==> src/rtl/ula_multiciclo.sv <==
// Multi-cycle ALU: single-cycle arithmetic/logic ops, shift-add MUL and
// restoring DIV/MOD over WIDTH iterations, with a start/busy/done handshake.
module ula_multiciclo #(
    parameter int WIDTH = 8
) (
    input  logic             clk,
    input  logic             rst_n,
    input  logic             start,
    input  logic [3:0]       ula_operation,
    input  logic [WIDTH-1:0] operand1,
    input  logic [WIDTH-1:0] operand2,
    output logic             busy,
    output logic             done,
    output logic [WIDTH-1:0] result,
    output logic [7:0]       flags
);

    localparam int CNT_W = $clog2(WIDTH + 1);

    typedef enum logic [1:0] {IDLE, CALC, FIM} state_t;

    typedef enum logic [3:0] {
        OP_ADD = 4'b0001, OP_SUB = 4'b0010, OP_MUL = 4'b0011,
        OP_DIV = 4'b0100, OP_MOD = 4'b0101, OP_AND = 4'b0110,
        OP_OR  = 4'b0111, OP_XOR = 4'b1000, OP_NOT = 4'b1001
    } opcode_t;

    state_t               state, state_next;
    logic [3:0]           op_reg;
    logic [WIDTH-1:0]     b_reg;     // multiplicand (MUL) or divisor (DIV/MOD)
    logic [2*WIDTH-1:0]   acc;       // {product hi, multiplier} or {remainder, quotient}
    logic [CNT_W-1:0]     cnt;

    logic                 accept, is_iter;
    logic [WIDTH-1:0]     sc_res;
    logic [7:0]           sc_flags;
    logic [WIDTH:0]       mul_sum, div_shift, div_diff;
    logic [2*WIDTH-1:0]   acc_next;
    logic                 div_zero;
    logic [WIDTH-1:0]     fin_res;
    logic [7:0]           fin_flags;

    function automatic logic [7:0] mk_flags(input logic [WIDTH-1:0] r,
                                            input logic c, input logic v,
                                            input logic dz, input logic inv);
        return {2'b00, inv, dz, v, r[WIDTH-1], c, (r == '0)};
    endfunction

    assign busy   = (state == CALC);
    assign done   = (state == FIM);
    assign accept = start && (state != CALC);

    // Single-cycle datapath, evaluated directly on the live inputs
    always_comb begin
        logic [WIDTH:0] ext;
        ext      = '0;
        is_iter  = 1'b0;
        sc_res   = '0;
        sc_flags = mk_flags('0, 1'b0, 1'b0, 1'b0, 1'b1);
        case (ula_operation)
            OP_ADD: begin
                ext      = {1'b0, operand1} + {1'b0, operand2};
                sc_res   = ext[WIDTH-1:0];
                sc_flags = mk_flags(sc_res, ext[WIDTH],
                                    (operand1[WIDTH-1] == operand2[WIDTH-1]) &&
                                    (sc_res[WIDTH-1] != operand1[WIDTH-1]), 1'b0, 1'b0);
            end
            OP_SUB: begin
                ext      = {1'b0, operand1} - {1'b0, operand2};
                sc_res   = ext[WIDTH-1:0];
                sc_flags = mk_flags(sc_res, ext[WIDTH],
                                    (operand1[WIDTH-1] != operand2[WIDTH-1]) &&
                                    (sc_res[WIDTH-1] != operand1[WIDTH-1]), 1'b0, 1'b0);
            end
            OP_MUL, OP_DIV, OP_MOD: is_iter = 1'b1;
            OP_AND: begin
                sc_res   = operand1 & operand2;
                sc_flags = mk_flags(sc_res, 1'b0, 1'b0, 1'b0, 1'b0);
            end
            OP_OR: begin
                sc_res   = operand1 | operand2;
                sc_flags = mk_flags(sc_res, 1'b0, 1'b0, 1'b0, 1'b0);
            end
            OP_XOR: begin
                sc_res   = operand1 ^ operand2;
                sc_flags = mk_flags(sc_res, 1'b0, 1'b0, 1'b0, 1'b0);
            end
            OP_NOT: begin
                sc_res   = ~operand1;
                sc_flags = mk_flags(sc_res, 1'b0, 1'b0, 1'b0, 1'b0);
            end
            default: ;
        endcase
    end

    // One iteration of shift-add / restoring division, plus the final result
    always_comb begin
        div_zero  = (b_reg == '0);
        mul_sum   = {1'b0, acc[2*WIDTH-1:WIDTH]} + (acc[0] ? {1'b0, b_reg} : '0);
        div_shift = acc[2*WIDTH-1:WIDTH-1];
        div_diff  = div_shift - {1'b0, b_reg};
        acc_next  = acc;
        fin_res   = '0;
        fin_flags = '0;
        if (op_reg == OP_MUL) begin
            acc_next  = {mul_sum, acc[WIDTH-1:1]};
            fin_res   = acc_next[WIDTH-1:0];
            fin_flags = mk_flags(fin_res, 1'b0, |acc_next[2*WIDTH-1:WIDTH], 1'b0, 1'b0);
        end else begin
            // Divide-by-zero leaves acc untouched so its low half still holds operand1
            if (!div_zero) begin
                if (!div_diff[WIDTH])
                    acc_next = {div_diff[WIDTH-1:0], acc[WIDTH-2:0], 1'b1};
                else
                    acc_next = {div_shift[WIDTH-1:0], acc[WIDTH-2:0], 1'b0};
            end
            if (op_reg == OP_DIV)
                fin_res = div_zero ? '1 : acc_next[WIDTH-1:0];
            else
                fin_res = div_zero ? acc_next[WIDTH-1:0] : acc_next[2*WIDTH-1:WIDTH];
            fin_flags = mk_flags(fin_res, 1'b0, 1'b0, div_zero, 1'b0);
        end
    end

    // State register
    always_ff @(posedge clk or negedge rst_n) begin
        if (!rst_n) state <= IDLE;
        else        state <= state_next;
    end

    // Next-state logic
    always_comb begin
        state_next = state;
        case (state)
            IDLE, FIM: begin
                if (start) state_next = is_iter ? CALC : FIM;
                else       state_next = IDLE;
            end
            CALC:    if (cnt == CNT_W'(1)) state_next = FIM;
            default: state_next = IDLE;
        endcase
    end

    // Operand latching, iteration and result/flag registers
    always_ff @(posedge clk or negedge rst_n) begin
        if (!rst_n) begin
            op_reg <= '0;
            b_reg  <= '0;
            acc    <= '0;
            cnt    <= '0;
            result <= '0;
            flags  <= '0;
        end else if (accept) begin
            op_reg <= ula_operation;
            if (is_iter) begin
                cnt <= CNT_W'(WIDTH);
                if (ula_operation == OP_MUL) begin
                    b_reg <= operand1;
                    acc   <= {{WIDTH{1'b0}}, operand2};
                end else begin
                    b_reg <= operand2;
                    acc   <= {{WIDTH{1'b0}}, operand1};
                end
            end else begin
                result <= sc_res;
                flags  <= sc_flags;
            end
        end else if (state == CALC) begin
            acc <= acc_next;
            cnt <= cnt - CNT_W'(1);
            if (cnt == CNT_W'(1)) begin
                result <= fin_res;
                flags  <= fin_flags;
            end
        end
    end

endmodule

==> config.mk <==
export PLATFORM = sky130hd
export DESIGN_NAME = ula_multiciclo
export DESIGN_NICKNAME = d
export VERILOG_FILES = /design/src/rtl/ula_multiciclo.sv
export SDC_FILE = /design/constraint.sdc
export NUM_CORES = 1
export LEC_CHECK = 0
export BUFFER_PORTS_ARGS = -buffer_cell sky130_fd_sc_hd__buf_2
export CORE_UTILIZATION = 53
export CTS_CLUSTER_DIAMETER = 150
export CTS_CLUSTER_SIZE = 25
export DETAILED_ROUTE_END_ITERATION = 16
export GPL_ROUTABILITY_DRIVEN = 0
export PLACE_DENSITY = 0.75
export SLEW_MARGIN = 20
export SYNTH_ARGS = -nofsm -noshare
export SYNTH_HDL_FRONTEND = slang
export SYNTH_SLANG_ARGS = --single-unit
==> constraint.sdc <==
create_clock -name clk -period 3.4 [get_ports clk]
set_clock_uncertainty 0.15 [all_clocks]
set_input_delay 0.51 -clock clk [delete_from_list [all_inputs] [get_ports clk]]
set_output_delay 0.51 -clock clk [all_outputs]
set_load 0.05 [all_outputs]
==> flow_metrics.py <==
metrics = {
    "cts": {
        "clockRootBuffer": "clkbuf_8",
        "cts_tree": "built",
        "cts_resized": 0,
        "clock-sinks": 47,
        "ctsHoldBuffers": 0,
        "cts_buffer_depth": 2,
        "cts-htree-levels": 2,
        "postCtsSetupRepairBufs": 0,
        "clkLatencyLatePin_ns": 0.31,
        "clk_pin_slew_worst_paths_ns": 0.09,
        "numCtsBuffers": 5,
    },
    "sta": {
        "setup_viol": 0,
        "tns_ns": 0,
        "maxSlewViolCount": 0,
        "tightest_slew_ns": 0.755,
        "max_freq_mhz": 319,
        "finalCritPeriodShare_pct": 92.2,
        "max_slew_margin_pct": 49.6,
        "hold_viol_final": 0,
        "rsz0062_at_grt": "no",
        "layout_min_cycle_time_ns": 3.13,
    },
    "critical_path": {
        "reg2reg_depth": 10,
        "crit_buf_inv": 0,
        "crit_fanout": 12,
        "slowest_delay_ns": 0.49,
        "cp_cell_sequence": "and2_1 > ha_1 > fa_1 > a21o_1 > a21oi_1 > xnor2_1 > or4_1 > nor4_1 > a21oi_1 > a221o_1",
        "crit_path_start_kind": "flop",
        "critical_path_arrival_ns": 3.19,
        "cp-end-kind": "flop",
        "cpMostUsedCell": "a21oi_1",
        "path_depth": 10,
        "cp_top_family": "simple AND/OR/NAND/NOR gates",
        "slowest_stage": "dfrtp_1",
        "crit_type": "flop to flop",
        "crit_required_ns": 3.45,
    },
    "floorplan": {
        "start_util_pct": 55.6,
        "die_w_um": 98.3,
        "rows": 34,
        "io_pins": 41,
        "coreArea_um2": 8850,
        "die-area_um2": 9670,
        "die_h_um": 98.3,
    },
    "power_and_ir_drop": {
        "switching_power_w": 0.00214,
        "power.total_w": 0.00412,
        "powerDensity_nw_per_um2": 779,
        "peakVddDrop_v": 0.000314,
        "p_leak_nw": 2.42,
        "clockPowerShare_pct": 8.6,
        "sw_frac_of_total_pct": 52.0,
        "internal-power_w": 0.00197,
        "seqPwrFrac_pct": 24.7,
        "pwr-share-comb_pct": 66.7,
    },
    "layout": {
        "mostFrequentLayoutCell": "nand2_1",
        "area_growth_syn_to_layout_pct": 7.38,
        "nets": 723,
        "largest_reg_flops": 16,
        "drive_gt1_share_pct": 12.1,
        "fill_cells": 792,
        "final_cell_mix": "nand2_1, o21ai_0, a21oi_1",
        "n_antenna_cell": 0,
    },
    "synth": {
        "syn_area_per_cell_um2": 7.81,
        "syn_inst": 630,
        "synth-seq-area-share_pct": 23.9,
        "async_reset_ff_share_pct": 100,
        "synth_area_um2": 4920,
        "synth_edf_count": 0,
        "synth-seq-cells": 47,
        "synth_top_area_cell": "dfrtp_1",
        "yosysWarnings": 0,
        "synth_flop_cell": "dfrtp_1",
        "ys_types": 68,
        "yosys-top-cells-area": "dfrtp_1, ha_1, mux2i_1",
        "synth_top_cell_area_share_pct": 23.9,
    },
    "route": {
        "vias": 4884,
        "first_iter_violations": 409,
        "drc_errors": 0,
        "ant_nets": 0,
        "routed_wl_um": 14600,
        "firstDrtPassIters": 5,
        "viasPerCell": 6.40,
        "routedWlPerCell_um": 19.2,
    },
    "grt": {
        "grt_pass1_vias": 4588,
        "grt_pass1_wl_um": 23600,
        "grt_remaining_overflow": 0,
        "antenna_found_initial": 0,
        "track_usage_pct": 30.9,
        "grt_max_degree": 48,
    },
    "worst_hold_path": {
        "hp-class": "primary input to async pin",
    },
    "run_status": {
        "status": "completed",
    },
    "flow_run": {
        "max-cap-violations": 0,
    },
    "placement": {
        "port_buffers": 38,
        "dp_hpwl_um": 11200,
    },
}
## layout make-up
type | count | area, um2 | share of cell area, %
multi-input combinational | 504 | 3420 | 64.7
inverter | 43 | 161 | 3.06
timing repair buffer | 53 | 305 | 5.78
clock inverter | 3 | 20.0 | 0.379
tap | 108 | 135 | 2.56
sequential | 47 | 1180 | 22.3
clock buffer | 5 | 68.8 | 1.30
## layer usage
layer  vias up  GRT usage (%)  share of wire, %
li1       2311              -                 -
met1      2240           42.3                42
met2       274           48.4                45
met3        59           4.37               8.3
met4         0           14.0               4.6
met5         -              0                 0
## power groups by stage
stage / Combinational, W / Clock [W] / Sequential [W]
3_3_place_gp: 0.00261 / 0 / 0.00101
2_1_floorplan: 0.00192 / 0 / 0.00109
4_1_cts: 0.00268 / 0.000356 / 0.00101
6_report: 0.00275 / 0.000353 / 0.00102
3_5_place_dp: 0.00266 / 0 / 0.00102
5_1_grt: 0.00298 / 0.000377 / 0.00105
## worst reg2reg max path, stage by stage (launching register included)
cell and delay (ns):
dfrtp_1 0.49, and2_1 0.21, ha_1 0.20, fa_1 0.40, a21o_1 0.17, a21oi_1 0.21, xnor2_1 0.10, or4_1 0.41
nor4_1 0.30, a21oi_1 0.12, a221o_1 0.26
## synthesized netlist by cell type (4+ instances only)
| cell type | number |
|---|---|
| nand2_1 | 71 |
| o21ai_0 | 57 |
| a21oi_1 | 56 |
| dfrtp_1 | 47 |
| nor2_1 | 45 |
| ha_1 | 42 |
| inv_1 | 42 |
| mux2i_1 | 34 |
| clkbuf_1 | 22 |
| xnor2_1 | 20 |
| o22ai_1 | 11 |
| and2_1 | 10 |
| nand3_1 | 10 |
| buf_2 | 9 |
| nor4_1 | 9 |
| nor3_1 | 8 |
| o211ai_1 | 8 |
| o31ai_1 | 8 |
| a211oi_1 | 7 |
| a31oi_1 | 7 |
| and3_1 | 7 |
| xor2_1 | 7 |
| a21o_1 | 6 |
| or4_1 | 5 |
| buf_4 | 4 |
| fa_1 | 4 |
| nand4_1 | 4 |
| o21bai_1 | 4 |
## per-stage QoR
stage	utilization (%)	std cells	hold slack, ns	setup slack (ns)	cell area [um2]
2_1_floorplan	-	631	0.0644	0.441	4920
3_3_place_gp	58.6	755	0.296	0.304	5190
3_5_place_dp	58.7	755	0.301	0.229	5190
4_1_cts	59.7	763	0.278	0.290	5280
5_1_grt	59.7	763	0.0922	0.101	5280
6_report	59.7	763	0.0442	0.265	5280
## worst paths after layout
path	start	end	slack [ns]
worst max-delay path	acc[0]$_DFFE_PN0P_	flags[3]$_DFFE_PN0P_	0.27
worst min-delay path	rst_n	state[0]$_DFFE_PN0P_	0.04
worst max register to register	acc[0]$_DFFE_PN0P_	flags[3]$_DFFE_PN0P_	0.27
worst min register to register	state[1]$_DFFE_PN0P_	state[1]$_DFFE_PN0P_	0.31
max in group asynchronous	rst_n	result[1]$_DFFE_PN0P_	2.64
min in group clk	state[1]$_DFFE_PN0P_	state[1]$_DFFE_PN0P_	0.31
## kinds of logic after synthesis
family,Yosys count,synth area share (%)
AOI/OAI and AO/OA,199,25.1
xor gates and xnor gates,28,5.14
adders and majority gates,46,12.3
buffers and inverters,80,6.79
DFF,47,23.9
muxes,38,7.91
other,1,0.0762
and+or+nand+nor,191,18.8
No activity file was read; power rests on OpenSTA's default activity.
